$ cat config.mk
export PLATFORM = sky130hd
export DESIGN_NAME = divisor_seq_flat
export DESIGN_NICKNAME = d
export VERILOG_FILES = /design/src/rtl/divisor_seq_pkg.sv /design/src/rtl/divisor_seq_if.sv /design/src/rtl/divisor_seq_div_step.sv /design/src/rtl/divisor_seq.sv /design/src/flat_wrapper.sv
export SDC_FILE = /design/constraint.sdc
export NUM_CORES = 1
export LEC_CHECK = 0
export CELL_PAD_IN_SITES_DETAIL_PLACEMENT = 1
export CELL_PAD_IN_SITES_GLOBAL_PLACEMENT = 2
export CORE_MARGIN = 2
export CORE_UTILIZATION = 30
export DETAILED_ROUTE_END_ITERATION = 12
export MAX_ROUTING_LAYER = met4
export PLACE_DENSITY_LB_ADDON = 0.1
export SLEW_MARGIN = 30
export SYNTH_ARGS = -nofsm -noshare
export SYNTH_HDL_FRONTEND = slang
export SYNTH_SLANG_ARGS = --single-unit
$ cat constraint.sdc
create_clock -name clock -period 4.45 [get_ports clock]
set_input_delay 0.6675 -clock clock [delete_from_list [all_inputs] [get_ports clock]]
set_output_delay 0.6675 -clock clock [all_outputs]
set_load 0.1 [all_outputs]
$ cat src/rtl/divisor_seq_pkg.sv
// Shared types and helpers for the sequential signed divider.
package divisor_seq_pkg;

   localparam int unsigned DIV_WIDTH = 32;
   localparam int unsigned DIV_CNT_W = $clog2(DIV_WIDTH + 1);

   typedef enum logic [1:0] {
      IDLE = 2'd0,
      RUN  = 2'd1,
      FIX  = 2'd2,
      ZERO = 2'd3
   } div_state_e;

   // Two's complement negate when neg is set; the magnitude of -2^(W-1) reads correctly as unsigned.
   function automatic logic [DIV_WIDTH-1:0] neg_if(input logic neg, input logic [DIV_WIDTH-1:0] x);
      return neg ? (~x + DIV_WIDTH'(1)) : x;
   endfunction

endpackage

$ cat src/rtl/divisor_seq_if.sv
// Start/done handshake plus operand and result buses between control and divider.
interface divisor_seq_if #(parameter int unsigned WIDTH = divisor_seq_pkg::DIV_WIDTH) ();

   logic             start;
   logic [WIDTH-1:0] dividend;
   logic [WIDTH-1:0] divisor;
   logic [WIDTH-1:0] lo;
   logic [WIDTH-1:0] hi;
   logic             busy;
   logic             done;
   logic             div_zero;

   modport master (output start, dividend, divisor,
                   input  lo, hi, busy, done, div_zero);

   modport slave  (input  start, dividend, divisor,
                   output lo, hi, busy, done, div_zero);

endinterface

$ cat src/rtl/divisor_seq_div_step.sv
// One restoring division iteration on unsigned magnitudes.
module divisor_seq_div_step #(
   parameter int unsigned WIDTH = 32
) (
   input  logic [WIDTH-1:0] rem_i,
   input  logic [WIDTH-1:0] quo_i,
   input  logic [WIDTH:0]   dvs_i,
   output logic [WIDTH-1:0] rem_o,
   output logic [WIDTH-1:0] quo_o
);

   logic [WIDTH:0] shifted;
   logic           fits;

   // The remainder stays below the divisor magnitude, so WIDTH bits always hold it.
   always_comb begin
      shifted = {rem_i, quo_i[WIDTH-1]};
      fits    = (shifted >= dvs_i);
      rem_o   = fits ? WIDTH'(shifted - dvs_i) : shifted[WIDTH-1:0];
      quo_o   = {quo_i[WIDTH-2:0], fits};
   end

endmodule

$ cat src/rtl/divisor_seq.sv
// Sequential signed divider: quotient to lo, remainder to hi, MIPS div semantics.
module divisor_seq
   import divisor_seq_pkg::*;
#(
   parameter int unsigned WIDTH = DIV_WIDTH
) (
   input  logic         clock,
   input  logic         reset,
   divisor_seq_if.slave bus
);

   localparam int unsigned CNT_W = $clog2(WIDTH + 1);

   div_state_e       state_q, state_d;
   logic [CNT_W-1:0] cnt_q, cnt_d;
   logic [WIDTH-1:0] rem_q, rem_d;
   logic [WIDTH-1:0] quo_q, quo_d;
   logic [WIDTH:0]   dvs_q, dvs_d;
   logic [WIDTH-1:0] lo_q, lo_d;
   logic [WIDTH-1:0] hi_q, hi_d;
   logic             neg_quo_q, neg_quo_d;
   logic             neg_rem_q, neg_rem_d;
   logic             busy_q, busy_d;
   logic             done_q, done_d;
   logic             div_zero_q, div_zero_d;
   logic [WIDTH-1:0] step_rem, step_quo;

   divisor_seq_div_step #(.WIDTH(WIDTH)) u_div_step (
      .rem_i (rem_q),
      .quo_i (quo_q),
      .dvs_i (dvs_q),
      .rem_o (step_rem),
      .quo_o (step_quo)
   );

   always_comb begin
      state_d    = state_q;
      cnt_d      = cnt_q;
      rem_d      = rem_q;
      quo_d      = quo_q;
      dvs_d      = dvs_q;
      lo_d       = lo_q;
      hi_d       = hi_q;
      neg_quo_d  = neg_quo_q;
      neg_rem_d  = neg_rem_q;
      busy_d     = 1'b0;
      done_d     = 1'b0;
      div_zero_d = 1'b0;
      case (state_q)
         IDLE: begin
            if (bus.start) begin
               if (bus.divisor == '0) begin
                  state_d = ZERO;
               end else begin
                  quo_d     = neg_if(bus.dividend[WIDTH-1], bus.dividend);
                  dvs_d     = {1'b0, neg_if(bus.divisor[WIDTH-1], bus.divisor)};
                  rem_d     = '0;
                  neg_quo_d = bus.dividend[WIDTH-1] ^ bus.divisor[WIDTH-1];
                  neg_rem_d = bus.dividend[WIDTH-1];
                  cnt_d     = CNT_W'(WIDTH);
                  state_d   = RUN;
               end
            end
         end
         RUN: begin
            busy_d = 1'b1;
            rem_d  = step_rem;
            quo_d  = step_quo;
            cnt_d  = cnt_q - CNT_W'(1);
            if (cnt_q == CNT_W'(1)) state_d = FIX;
         end
         FIX: begin
            lo_d    = neg_if(neg_quo_q, quo_q);
            hi_d    = neg_if(neg_rem_q, rem_q);
            done_d  = 1'b1;
            state_d = IDLE;
         end
         ZERO: begin
            done_d     = 1'b1;
            div_zero_d = 1'b1;
            state_d    = IDLE;
         end
         default: state_d = IDLE;
      endcase
   end

   always_ff @(posedge clock) begin
      if (reset) begin
         state_q    <= IDLE;
         cnt_q      <= '0;
         rem_q      <= '0;
         quo_q      <= '0;
         dvs_q      <= '0;
         lo_q       <= '0;
         hi_q       <= '0;
         neg_quo_q  <= 1'b0;
         neg_rem_q  <= 1'b0;
         busy_q     <= 1'b0;
         done_q     <= 1'b0;
         div_zero_q <= 1'b0;
      end else begin
         state_q    <= state_d;
         cnt_q      <= cnt_d;
         rem_q      <= rem_d;
         quo_q      <= quo_d;
         dvs_q      <= dvs_d;
         lo_q       <= lo_d;
         hi_q       <= hi_d;
         neg_quo_q  <= neg_quo_d;
         neg_rem_q  <= neg_rem_d;
         busy_q     <= busy_d;
         done_q     <= done_d;
         div_zero_q <= div_zero_d;
      end
   end

   assign bus.lo       = lo_q;
   assign bus.hi       = hi_q;
   assign bus.busy     = busy_q;
   assign bus.done     = done_q;
   assign bus.div_zero = div_zero_q;

endmodule

$ cat src/flat_wrapper.sv
// flat-port wrapper written by rule: the top's interface ports become plain ports
module divisor_seq_flat import divisor_seq_pkg::*;
#(
   parameter int unsigned WIDTH = DIV_WIDTH
)
  (clock, reset, bus_start, bus_dividend, bus_divisor, bus_lo, bus_hi, bus_busy, bus_done, bus_div_zero);
  divisor_seq_if #(.WIDTH(WIDTH)) bus_i ();
  input  logic clock;
  input  logic reset;
  input wire logic [$bits(bus_i.start)-1:0] bus_start;
  input wire logic [$bits(bus_i.dividend)-1:0] bus_dividend;
  input wire logic [$bits(bus_i.divisor)-1:0] bus_divisor;
  output wire logic [$bits(bus_i.lo)-1:0] bus_lo;
  output wire logic [$bits(bus_i.hi)-1:0] bus_hi;
  output wire logic [$bits(bus_i.busy)-1:0] bus_busy;
  output wire logic [$bits(bus_i.done)-1:0] bus_done;
  output wire logic [$bits(bus_i.div_zero)-1:0] bus_div_zero;
  assign bus_i.start = bus_start;
  assign bus_i.dividend = bus_dividend;
  assign bus_i.divisor = bus_divisor;
  assign bus_lo = bus_i.lo;
  assign bus_hi = bus_i.hi;
  assign bus_busy = bus_i.busy;
  assign bus_done = bus_i.done;
  assign bus_div_zero = bus_i.div_zero;
  divisor_seq #(.WIDTH(WIDTH)) u_core (.clock(clock), .reset(reset), .bus(bus_i));
endmodule
; Word level (Yosys, flattened, before mapping)
; Index checks and enable logic that the tools add are counted.
[classes]
add_sub_neg = 6
order_cmp = 1
n_eq_ne = 7
muxes = 21
bitwise_logic = 6
n_reduce_logical = 7
[op_table]
columns = op, count
row1 = two-way mux 32 bit, 9
row2 = adder 32 x 1 -> 32 bit (second input constant), 4
row3 = NOT 32 bit, 4
row4 = one-hot mux 32 bit (2 select lines), 2
row5 = >= comparator 33 x 32 -> 1 bit, 1
row6 = zero test 32 bit, 1
row7 = subtractor 32 bit, 1
row8 = two-way mux 6 bit, 2
row9 = one-hot mux 6 bit (2 select lines), 1
row10 = == test 6 x 1 -> 1 bit (second input constant), 1
row11 = two-way mux 2 bit, 3
row12 = one-hot mux 2 bit (3 select lines), 1
row13 = AND reduction 3 bit, 2
row14 = subtractor 6 x 1 -> 6 bit (second input constant), 1
row15 = == test 2 bit (second input constant), 2
row16 = inequality test 2 bit (second input constant), 2
row17 = two-way mux 1 bit, 3
row18 = == test 2 x 1 -> 1 bit (second input constant), 1
row19 = zero test 2 bit, 1
row20 = inequality test 2 x 1 -> 1 bit (second input constant), 1
row21 = AND reduction 2 bit, 1
row22 = nonzero test 2 bit, 1
row23 = OR reduction 2 bit, 1
row24 = NOT 1 bit, 1
row25 = XOR 1 bit, 1
[totals]
regBits = 173
input_bits = 67
out_inout_bits = 67
word_cells = 60

; Depth between registers and ports, before layout
; Gate-level depths: netlist (run 1).
[logic_depth]
ltp_word = 6
ltp_mapped = 14
mapped_depth_nobuf = 13

; Hierarchy
; Synthesis (run 1) repeated with hierarchy kept, for this count alone.
[unflattened]
hier_cells = 1423
area_unflattened_um2 = 11628.7
[modules_own_cells]
columns = mod, instances, cells_per_inst, area_each_um2, seq_area_each_um2
row1 = divisor_seq, 1, 1046, 8862.2, 3463.3
row2 = divisor_seq_div_step, 1, 377, 2766.4, 0.0

; Worst setup path before layout (run 1)
; OpenSTA, ideal clock, no wires.
[synth_path]
path_kind = input-to-reg
start = input bus_dividend[8]
end = register u_core.quo_q[29]
setup_ns = 0.132
arrival_ns = 3.160
t_required_ns = 4.318
setup_slack_ns = 1.158
cell_stages = 9
n_path_buf = 0
cell_sequence = or4_1 > nor4_1 > or3b_2 > or3_1 > or2_2 > o31ai_1 > xnor2_1 > o21ai_0 > a21oi_1
[synth_via]
elab_chain_cells = 6
[synth_rtl]
columns = element, line_no
row1 = start: declaration, flat_wrapper.sv:11  ; input wire logic [$bits(bus_i.dividend)-1:0] bus_dividend;
row2 = NOT 32 bit, divisor_seq_pkg.sv:16  ; return neg ? (~x + DIV_WIDTH'(1)) : x;
row3 = adder 32 x 1 -> 32 bit, divisor_seq_pkg.sv:16
row4 = two-way mux 32 bit, divisor_seq_pkg.sv:16
row5 = two-way mux 32 bit, divisor_seq.sv:52  ; if (bus.divisor == '0) begin
row6 = two-way mux 32 bit, divisor_seq.sv:51  ; if (bus.start) begin
row7 = one-hot mux 32 bit (2 select lines), divisor_seq.sv:49  ; case (state_q)
row8 = end signal: assignment, divisor_seq.sv:105  ; quo_q <= quo_d;
row9 = end: declaration, divisor_seq.sv:17  ; logic [WIDTH-1:0] quo_q, quo_d;
; Every way passes these cells. The select of a mux whose other input is x is not followed.
; A chain may end at the register's enable or synchronous reset.

; Worst setup path in the final report (run 1)
; Same ends and word-level chain as after synthesis.

==> flow_results.xml, run 1 <==
<?xml version="1.0" encoding="UTF-8"?>
<metrics>
  <group name="outcome">
    <metric name="run_status" unit="">finished clean</metric>
  </group>
  <group name="timing">
    <metric name="worst-slew-pin-transition" unit="ns">1.02</metric>
    <metric name="slew_headroom" unit="%">31.9</metric>
    <metric name="period_needed" unit="ns">3.63</metric>
    <metric name="max_fclk" unit="MHz">275</metric>
    <metric name="hold_viol" unit="">0</metric>
    <metric name="rsz0062_at_grt" unit="">no</metric>
    <metric name="finalSetupViolCount" unit="">0</metric>
    <metric name="clock_skew_after_layout" unit="ns">0.0118</metric>
    <metric name="report.final.slew_viol_count" unit="">0</metric>
    <metric name="tns" unit="ns">0</metric>
    <metric name="period_utilization" unit="%">81.6</metric>
  </group>
  <group name="pwr">
    <metric name="net-switching-power" unit="mW">1.72</metric>
    <metric name="p_leak" unit="nW">4.85</metric>
    <metric name="power_frac_clock" unit="%">33.2</metric>
    <metric name="power.density" unit="mW/mm^2">368</metric>
    <metric name="p_int" unit="mW">3.16</metric>
    <metric name="sw_frac_of_total" unit="%">35.3</metric>
    <metric name="ir_drop" unit="V">0.000261</metric>
    <metric name="power_frac_seq" unit="%">36.7</metric>
    <metric name="comb_power_share" unit="%">30.0</metric>
    <metric name="fin_total_pwr" unit="mW">4.89</metric>
  </group>
  <group name="setup_path">
    <metric name="critical-path-max-stage-delay" unit="ns">0.62</metric>
    <metric name="path_max_fanout" unit="">5</metric>
    <metric name="timing.critical_path.buf_inv" unit="">1</metric>
    <metric name="startpoint_type" unit="">input pin</metric>
    <metric name="critical_path.slowest_cell" unit="">sky130_fd_sc_hd__or4_1</metric>
    <metric name="crit_type" unit="">in2reg</metric>
    <metric name="crit_path_leading_delay_family" unit="">simple AND/OR/NAND/NOR gates</metric>
    <metric name="timing.reg2reg.setup_slack" unit="ns">0.87</metric>
    <metric name="cp_data_required_time" unit="ns">4.76</metric>
    <metric name="regToRegStartpoint" unit="">u_core.rem_q[5]$_SDFFE_PP0P_</metric>
    <metric name="timing.critical_path.from" unit="">bus_dividend[8]</metric>
    <metric name="crit_path_cell_trace" unit="">clkdlybuf4s50_1, or4_1, nor4_1, or3b_2, or3_1, or2_2, o31ai_1, xnor2_1, o21ai_0, a21oi_1</metric>
    <metric name="arrival" unit="ns">3.94</metric>
    <metric name="timing.reg2reg.worst_path_depth" unit="">10</metric>
    <metric name="critical_path.reg2reg.endpoint" unit="">u_core.rem_q[16]$_SDFFE_PP0P_</metric>
    <metric name="cp-end-kind" unit="">flop</metric>
  </group>
  <group name="clock_network">
    <metric name="cts_resized" unit="">0</metric>
    <metric name="clk_path_buf_depth" unit="">2</metric>
    <metric name="cts_inserted_buffers" unit="">17</metric>
    <metric name="cts_root_buffer" unit="">sky130_fd_sc_hd__clkbuf_16</metric>
    <metric name="number_of_clock_sinks" unit="">173</metric>
    <metric name="worst_setup_hold_path_clk_slew" unit="ns">0.06</metric>
    <metric name="cts_htree_levels" unit="">4</metric>
    <metric name="cts.hold.buffers_added" unit="">0</metric>
    <metric name="clock_insertion_delay_worst_skew" unit="ns">0.45</metric>
    <metric name="tritoncts" unit="">yes</metric>
    <metric name="postCtsSetupBuffers" unit="">0</metric>
  </group>
  <group name="synthesis">
    <metric name="syn_nets" unit="">1493</metric>
    <metric name="synth_cells" unit="">1387</metric>
    <metric name="ys_seq_area_share" unit="%">32.3</metric>
    <metric name="ys_ff_latch" unit="">173</metric>
    <metric name="ys_async_sr_fraction" unit="%">0</metric>
    <metric name="synth_edf_count" unit="">0</metric>
    <metric name="ys.flop_type" unit="">sky130_fd_sc_hd__dfxtp_1</metric>
    <metric name="synth.lib_cells_used.distinct" unit="">63</metric>
    <metric name="postSynthAreaPerCell" unit="sq um">7.74</metric>
    <metric name="yosys_warnings" unit="">0</metric>
    <metric name="synth_area" unit="sq mm">0.0107</metric>
  </group>
  <group name="global_routing">
    <metric name="antenna_violations_before_repair" unit="">0</metric>
    <metric name="number_of_global_route_vias_before_repair" unit="">10193</metric>
    <metric name="global_route_wire_length_before_repair" unit="um">57800</metric>
    <metric name="gr-total-overflow" unit="">0</metric>
    <metric name="grt_start_max_net_pins" unit="">99</metric>
    <metric name="grt_total_usage" unit="%">20.5</metric>
  </group>
  <group name="route">
    <metric name="vias" unit="">10180</metric>
    <metric name="route.antenna.remaining_nets" unit="">0</metric>
    <metric name="post_drt_wl_per_cell" unit="um">18.5</metric>
    <metric name="drt-total-wl" unit="um">36400</metric>
    <metric name="drtPass1Iterations" unit="">5</metric>
    <metric name="drc" unit="">0</metric>
    <metric name="drt_iter0_markers" unit="">478</metric>
    <metric name="drt-vias-per-instance" unit="">5.18</metric>
  </group>
  <group name="hold_path">
    <metric name="whs_path_depth" unit="">2</metric>
    <metric name="holdPathEnd" unit="">u_core.bus.hi[22]$_SDFFE_PP0P_</metric>
    <metric name="hold_start" unit="">u_core.bus.hi[22]$_SDFFE_PP0P_</metric>
    <metric name="worstHoldPathType" unit="">reg2reg</metric>
  </group>
  <group name="placed_design">
    <metric name="gp_congestion" unit="">0.852</metric>
    <metric name="post-dp-hpwl" unit="um">28400</metric>
    <metric name="port_buf_inserts" unit="">133</metric>
    <metric name="placed_cells_incl_taps" unit="">1934</metric>
  </group>
  <group name="final_layout">
    <metric name="layout.cells.non_filler" unit="">1966</metric>
    <metric name="final_common_cell" unit="">sky130_fd_sc_hd__dfxtp_1</metric>
    <metric name="drive_gt1_share" unit="%">6.18</metric>
    <metric name="area_growth_syn_to_layout" unit="%">23.8</metric>
    <metric name="layout.nets" unit="">1598</metric>
    <metric name="layout_common_cells" unit="">sky130_fd_sc_hd__dfxtp_1 (172), sky130_fd_sc_hd__nand2_1 (161), sky130_fd_sc_hd__nor2_1 (147)</metric>
    <metric name="n_antenna_cell" unit="">0</metric>
  </group>
  <group name="die">
    <metric name="core-area" unit="sq mm">0.0354</metric>
    <metric name="die_x" unit="um">193</metric>
    <metric name="num_io_pins" unit="">134</metric>
    <metric name="die_area" unit="sq mm">0.0373</metric>
    <metric name="row_count" unit="">69</metric>
    <metric name="dieHeight" unit="um">193</metric>
    <metric name="initial_utilization" unit="%">30.3</metric>
  </group>
  <group name="run">
    <metric name="cap_viol_max_count" unit="">0</metric>
  </group>
</metrics>
worst min-delay path, cell delays in order, from the launching register on:
cell                      delay (ns)
sky130_fd_sc_hd__dfxtp_1        0.31
sky130_fd_sc_hd__nand2_1        0.05
sky130_fd_sc_hd__a21oi_1        0.05
how the worst max path moves through the flow:
stage | endpoint | slack [ns] | cells after the start
finish | u_core.quo_q[29]$_SDFFE_PP0P_ | 0.82 | 10
detailed placement | u_core.quo_q[29]$_SDFFE_PP0P_ | 0.36 | 10
CTS | u_core.quo_q[29]$_SDFFE_PP0P_ | 0.83 | 10
global placement | u_core.quo_q[29]$_SDFFE_PP0P_ | 0.43 | 10
global route | u_core.rem_q[16]$_SDFFE_PP0P_ | 0.49 | 10
floorplan | u_core.quo_q[29]$_SDFFE_PP0P_ | 1.16 | 9
per-layer routing:
layer,vias up,global-route usage (%),part of all wire [%]
met5,-,-,0
met2,144,31.5,44
li1,5164,-,-
met3,33,2.52,2.9
met1,4839,28.4,52
met4,0,5.62,1.6
power groups by stage:
stage / logic, mW / clock network [mW] / registers, mW
floorplan: 0.831 / 0 / 2.02
global placement: 1.47 / 0 / 1.83
detailed placement: 1.48 / 0 / 1.83
CTS: 1.49 / 1.67 / 1.80
global route: 1.62 / 1.73 / 1.81
finish: 1.47 / 1.62 / 1.80
Yosys cell counts, types with 2 or more instances:
library cell	instances	share of area (%)
sky130_fd_sc_hd__a2111oi_0	8	0.65
sky130_fd_sc_hd__a211oi_1	90	6.3
sky130_fd_sc_hd__a21boi_0	5	0.35
sky130_fd_sc_hd__a21o_1	11	0.77
sky130_fd_sc_hd__a21oi_1	104	4.9
sky130_fd_sc_hd__a221oi_1	2	0.16
sky130_fd_sc_hd__a311oi_1	4	0.33
sky130_fd_sc_hd__a31oi_1	3	0.17
sky130_fd_sc_hd__a32oi_1	4	0.33
sky130_fd_sc_hd__a41oi_1	2	0.16
sky130_fd_sc_hd__and2_1	2	0.12
sky130_fd_sc_hd__and3_1	10	0.58
sky130_fd_sc_hd__buf_1	6	0.21
sky130_fd_sc_hd__clkbuf_1	80	2.8
sky130_fd_sc_hd__dfxtp_1	173	32
sky130_fd_sc_hd__ha_1	38	4.4
sky130_fd_sc_hd__inv_1	53	1.9
sky130_fd_sc_hd__mux2i_1	21	2.0
sky130_fd_sc_hd__nand2_1	162	5.7
sky130_fd_sc_hd__nand2b_1	12	0.70
sky130_fd_sc_hd__nand3_1	16	0.75
sky130_fd_sc_hd__nand3b_1	3	0.21
sky130_fd_sc_hd__nand4_1	4	0.23
sky130_fd_sc_hd__nor2_1	148	5.2
sky130_fd_sc_hd__nor2b_1	10	0.58
sky130_fd_sc_hd__nor3_1	22	1.0
sky130_fd_sc_hd__nor4_1	10	0.58
sky130_fd_sc_hd__o2111ai_1	2	0.16
sky130_fd_sc_hd__o211ai_1	13	0.91
sky130_fd_sc_hd__o21a_1	6	0.42
sky130_fd_sc_hd__o21ai_0	95	4.4
sky130_fd_sc_hd__o21bai_1	3	0.21
sky130_fd_sc_hd__o22ai_1	2	0.12
sky130_fd_sc_hd__o31ai_1	35	2.4
sky130_fd_sc_hd__o41ai_1	16	1.3
sky130_fd_sc_hd__or2_2	8	0.47
sky130_fd_sc_hd__or3_1	15	0.87
sky130_fd_sc_hd__or3_4	2	0.21
sky130_fd_sc_hd__or4_1	16	1.1
sky130_fd_sc_hd__or4_4	3	0.31
sky130_fd_sc_hd__xnor2_1	64	5.2
sky130_fd_sc_hd__xor2_1	83	6.8
kinds of logic (layout without fill, tap and decap cells):
| family | Yosys count | in the layout | synth area share, % |
|---|---|---|---|
| AND/OR/NAND/NOR | 450 | 450 | 19.2 |
| flip-flops | 173 | 173 | 32.3 |
| multiplexers | 21 | 21 | 1.96 |
| adder cells (fa/ha/maj) | 39 | 39 | 4.62 |
| buffers and inverters | 141 | 259 | 4.94 |
| AO/OA/AOI/OAI | 416 | 416 | 25.1 |
| XOR/XNOR | 147 | 147 | 12.0 |
stage by stage:
stage	hold WS (ns)	setup slack, ns	cell area, sq um	util [%]
after global routing	0.485	0.486	13300	37.5
final	0.456	0.819	13300	37.5
after CTS	0.457	0.830	13300	37.5
after detailed placement	0.448	0.362	12700	35.8
after floorplan	0.432	1.16	10700	-
after global placement	0.443	0.432	12700	35.7
cell type report:
type                       count  area, sq um
clock buffer                  22          464
clock inverter                10          163
fill                        4271        22100
inverter                      54          203
multi-input combinational   1073         6760
sequential                   173         3460
tap                          461          577
timing repair buffer         173         1650
sequential cells by signal, summed over array words and instances (netlist names), 2 cells and up:
register        cells
u_core.bus.hi      32
u_core.bus.lo      32
u_core.cnt_q        6
u_core.dvs_q       32
u_core.quo_q       32
u_core.rem_q       32
u_core.state_q      2
Note: power is estimated with default switching activity, not from simulation.
==> inputs of run 2 (changes only) <==
- clock period: 4.45 -> 3.6 ns (I/O delays scaled with it)
==> run 2 against run 1 <==
  * Design area up 4.6%
  * Critical path depth increased by 3
  * Non-clock buffer count increased by 71
  * Combinational power is 32% higher
==> flow_results.xml, run 2 (synthesized netlist as in run 1, its figures left out) <==
<?xml version="1.0" encoding="UTF-8"?>
<metrics>
  <group name="outcome">
    <metric name="run_status" unit="">finished clean</metric>
  </group>
  <group name="run">
    <metric name="cap_viol_max_count" unit="">0</metric>
  </group>
  <group name="global_routing">
    <metric name="gr-total-overflow" unit="">0</metric>
    <metric name="grt_total_usage" unit="%">20.6</metric>
    <metric name="number_of_global_route_vias_before_repair" unit="">10367</metric>
    <metric name="global_route_wire_length_before_repair" unit="um">58300</metric>
    <metric name="grt_start_max_net_pins" unit="">60</metric>
    <metric name="antenna_violations_before_repair" unit="">0</metric>
  </group>
  <group name="pwr">
    <metric name="ir_drop" unit="V">0.000307</metric>
    <metric name="power.density" unit="mW/mm^2">440</metric>
    <metric name="p_leak" unit="nW">5.24</metric>
  </group>
  <group name="setup_path">
    <metric name="critical_path.reg2reg.endpoint" unit="">u_core.rem_q[28]$_SDFFE_PP0P_</metric>
    <metric name="timing.reg2reg.setup_slack" unit="ns">0.20</metric>
    <metric name="startpoint_type" unit="">flop</metric>
    <metric name="cp-end-kind" unit="">flop</metric>
    <metric name="regToRegStartpoint" unit="">u_core.quo_q[31]$_SDFFE_PP0P_</metric>
    <metric name="path_max_fanout" unit="">3</metric>
    <metric name="crit_type" unit="">reg2reg</metric>
    <metric name="timing.reg2reg.worst_path_depth" unit="">13</metric>
    <metric name="arrival" unit="ns">3.72</metric>
    <metric name="cp_data_required_time" unit="ns">3.92</metric>
  </group>
  <group name="die">
    <metric name="initial_utilization" unit="%">30.3</metric>
    <metric name="num_io_pins" unit="">134</metric>
    <metric name="die_x" unit="um">193</metric>
    <metric name="row_count" unit="">69</metric>
    <metric name="die_area" unit="sq mm">0.0373</metric>
    <metric name="dieHeight" unit="um">193</metric>
    <metric name="core-area" unit="sq mm">0.0354</metric>
  </group>
  <group name="hold_path">
    <metric name="whs_path_depth" unit="">2</metric>
    <metric name="hold_start" unit="">u_core.bus.hi[21]$_SDFFE_PP0P_</metric>
    <metric name="worstHoldPathType" unit="">reg2reg</metric>
    <metric name="holdPathEnd" unit="">u_core.bus.hi[21]$_SDFFE_PP0P_</metric>
  </group>
  <group name="final_layout">
    <metric name="final_common_cell" unit="">sky130_fd_sc_hd__dfxtp_1</metric>
    <metric name="n_antenna_cell" unit="">0</metric>
    <metric name="layout.nets" unit="">1669</metric>
    <metric name="utilization" unit="%">39.3</metric>
    <metric name="layout_common_cells" unit="">sky130_fd_sc_hd__dfxtp_1 (172), sky130_fd_sc_hd__nand2_1 (161), sky130_fd_sc_hd__nor2_1 (148)</metric>
    <metric name="drive_gt1_share" unit="%">10.7</metric>
    <metric name="layout.cells.non_filler" unit="">2037</metric>
    <metric name="area_growth_syn_to_layout" unit="%">29.5</metric>
  </group>
  <group name="route">
    <metric name="post_drt_wl_per_cell" unit="um">18.0</metric>
    <metric name="drc" unit="">0</metric>
    <metric name="route.antenna.remaining_nets" unit="">0</metric>
    <metric name="drt-total-wl" unit="um">36700</metric>
    <metric name="vias" unit="">10424</metric>
    <metric name="drt_iter0_markers" unit="">502</metric>
    <metric name="drt-vias-per-instance" unit="">5.12</metric>
    <metric name="drtPass1Iterations" unit="">4</metric>
  </group>
  <group name="timing">
    <metric name="finalSetupViolCount" unit="">0</metric>
    <metric name="slew_headroom" unit="%">32.5</metric>
    <metric name="report.final.slew_viol_count" unit="">0</metric>
    <metric name="worst-slew-pin-transition" unit="ns">1.01</metric>
    <metric name="max_fclk" unit="MHz">294</metric>
    <metric name="period_needed" unit="ns">3.40</metric>
    <metric name="period_utilization" unit="%">94.4</metric>
    <metric name="rsz0062_at_grt" unit="">no</metric>
    <metric name="clock_skew_after_layout" unit="ns">0.0115</metric>
    <metric name="hold_viol" unit="">0</metric>
  </group>
  <group name="clock_network">
    <metric name="worst_setup_hold_path_clk_slew" unit="ns">0.07</metric>
    <metric name="clock_insertion_delay_worst_skew" unit="ns">0.44</metric>
    <metric name="tritoncts" unit="">yes</metric>
    <metric name="cts_htree_levels" unit="">4</metric>
    <metric name="cts.hold.buffers_added" unit="">0</metric>
    <metric name="cts_inserted_buffers" unit="">17</metric>
    <metric name="cts_root_buffer" unit="">sky130_fd_sc_hd__clkbuf_16</metric>
    <metric name="clk_path_buf_depth" unit="">2</metric>
    <metric name="number_of_clock_sinks" unit="">173</metric>
  </group>
  <group name="placed_design">
    <metric name="placed_cells_incl_taps" unit="">2003</metric>
    <metric name="gp_congestion" unit="">0.844</metric>
    <metric name="post-dp-hpwl" unit="um">29200</metric>
    <metric name="port_buf_inserts" unit="">133</metric>
  </group>
</metrics>
==> run 2: cell count changes in the layout (fill, tap and decap cells not counted), sizes merged <==
| cell | before | now |
|---|---|---|
| clkinv | 2 | 4 |
| clkbuf | 22 | 18 |
| clkinvlp | 5 | 2 |
| bufinv | 4 | 3 |
| buf | 41 | 112 |
| inv | 53 | 59 |
==> run 2: how the worst max path moves through the flow <==
| stage | startpoint | to | slack (ns) | cells past startpoint |
|---|---|---|---|---|
| detailed placement | bus_dividend[9] | u_core.quo_q[29]$_SDFFE_PP0P_ | -0.25 | 10 |
| global route | u_core.dvs_q[26]$_SDFFE_PP0P_ | u_core.rem_q[20]$_SDFFE_PP0P_ | 0.005 | 13 |
| CTS | u_core.quo_q[31]$_SDFFE_PP0P_ | u_core.rem_q[20]$_SDFFE_PP0P_ | 0.12 | 13 |
| global placement | bus_dividend[8] | u_core.quo_q[29]$_SDFFE_PP0P_ | -0.14 | 10 |
| floorplan | bus_dividend[8] | u_core.quo_q[29]$_SDFFE_PP0P_ | 0.44 | 9 |
| finish | u_core.quo_q[31]$_SDFFE_PP0P_ | u_core.rem_q[28]$_SDFFE_PP0P_ | 0.20 | 13 |
==> run 2: stage by stage <==
step / power (mW) / area [sq um] / worst slack [ns] / hold WS [ns] / TNS (ns)
floorplan: 3.52 / 10700 / 0.436 / 0.432 / 0
global placement: 4.16 / 13200 / -0.143 / 0.445 / -0.421
detailed placement: 4.18 / 13200 / -0.250 / 0.449 / -1.35
CTS: 6.19 / 13900 / 0.119 / 0.457 / 0
global route: 6.47 / 13900 / 0.00494 / 0.474 / 0
finish: 6.12 / 13900 / 0.200 / 0.453 / 0
==> run 2: layout make-up <==
class,instances,area [sq um]
fill,4258,21500
multi-input combinational,1073,6770
sequential,173,3460
timing repair buffer,244,2260
tap,461,577
clock buffer,18,439
inverter,54,203
clock inverter,14,180
==> run 2: where the power goes <==
group / total, mW / internal (mW) / switching [mW]
logic: 1.94 / 0.730 / 1.21
registers: 2.20 / 2.06 / 0.139
clock network: 1.98 / 1.13 / 0.857
total: 6.12 / 3.92 / 2.20
==> run 2: worst max-delay path: stages (launching register included) <==
cell and delay (ns):
sky130_fd_sc_hd__dfxtp_1 0.33, sky130_fd_sc_hd__inv_1 0.19, sky130_fd_sc_hd__ha_1 0.20, sky130_fd_sc_hd__inv_1 0.06
sky130_fd_sc_hd__fa_1 0.41, sky130_fd_sc_hd__a21oi_1 0.21, sky130_fd_sc_hd__o21ai_1 0.14, sky130_fd_sc_hd__o22a_1 0.25
sky130_fd_sc_hd__a311oi_2 0.35, sky130_fd_sc_hd__o211ai_1 0.25, sky130_fd_sc_hd__buf_4 0.19, sky130_fd_sc_hd__a221oi_1 0.42
sky130_fd_sc_hd__xor2_1 0.20, sky130_fd_sc_hd__o21ai_0 0.09
==> run 2: layer usage <==
layer | wire length (um) | share of wire [%] | global-route usage [%]
met1 | 18900 | 51 | 28.8
met2 | 16300 | 44 | 31.7
met3 | 1040 | 2.8 | 2.71
met4 | 455 | 1.2 | 4.40
met5 | 0 | 0 | -
==> run 2: what timing repair did <==
| item | 4_1_cts | 5_1_grt |
|---|---|---|
| setup buffers | 0 | 2 |
| setup endpoints to repair | 0 | 2 |
| hold endpoints to repair | 0 | 0 |
| resized for setup | 0 | 4 |
==> inputs of run 3 (changes only) <==
- CTS_CLUSTER_DIAMETER: default -> 200
==> results of run 3 <==
No change in the layout: final DEF, timing and power equal those of run 2.
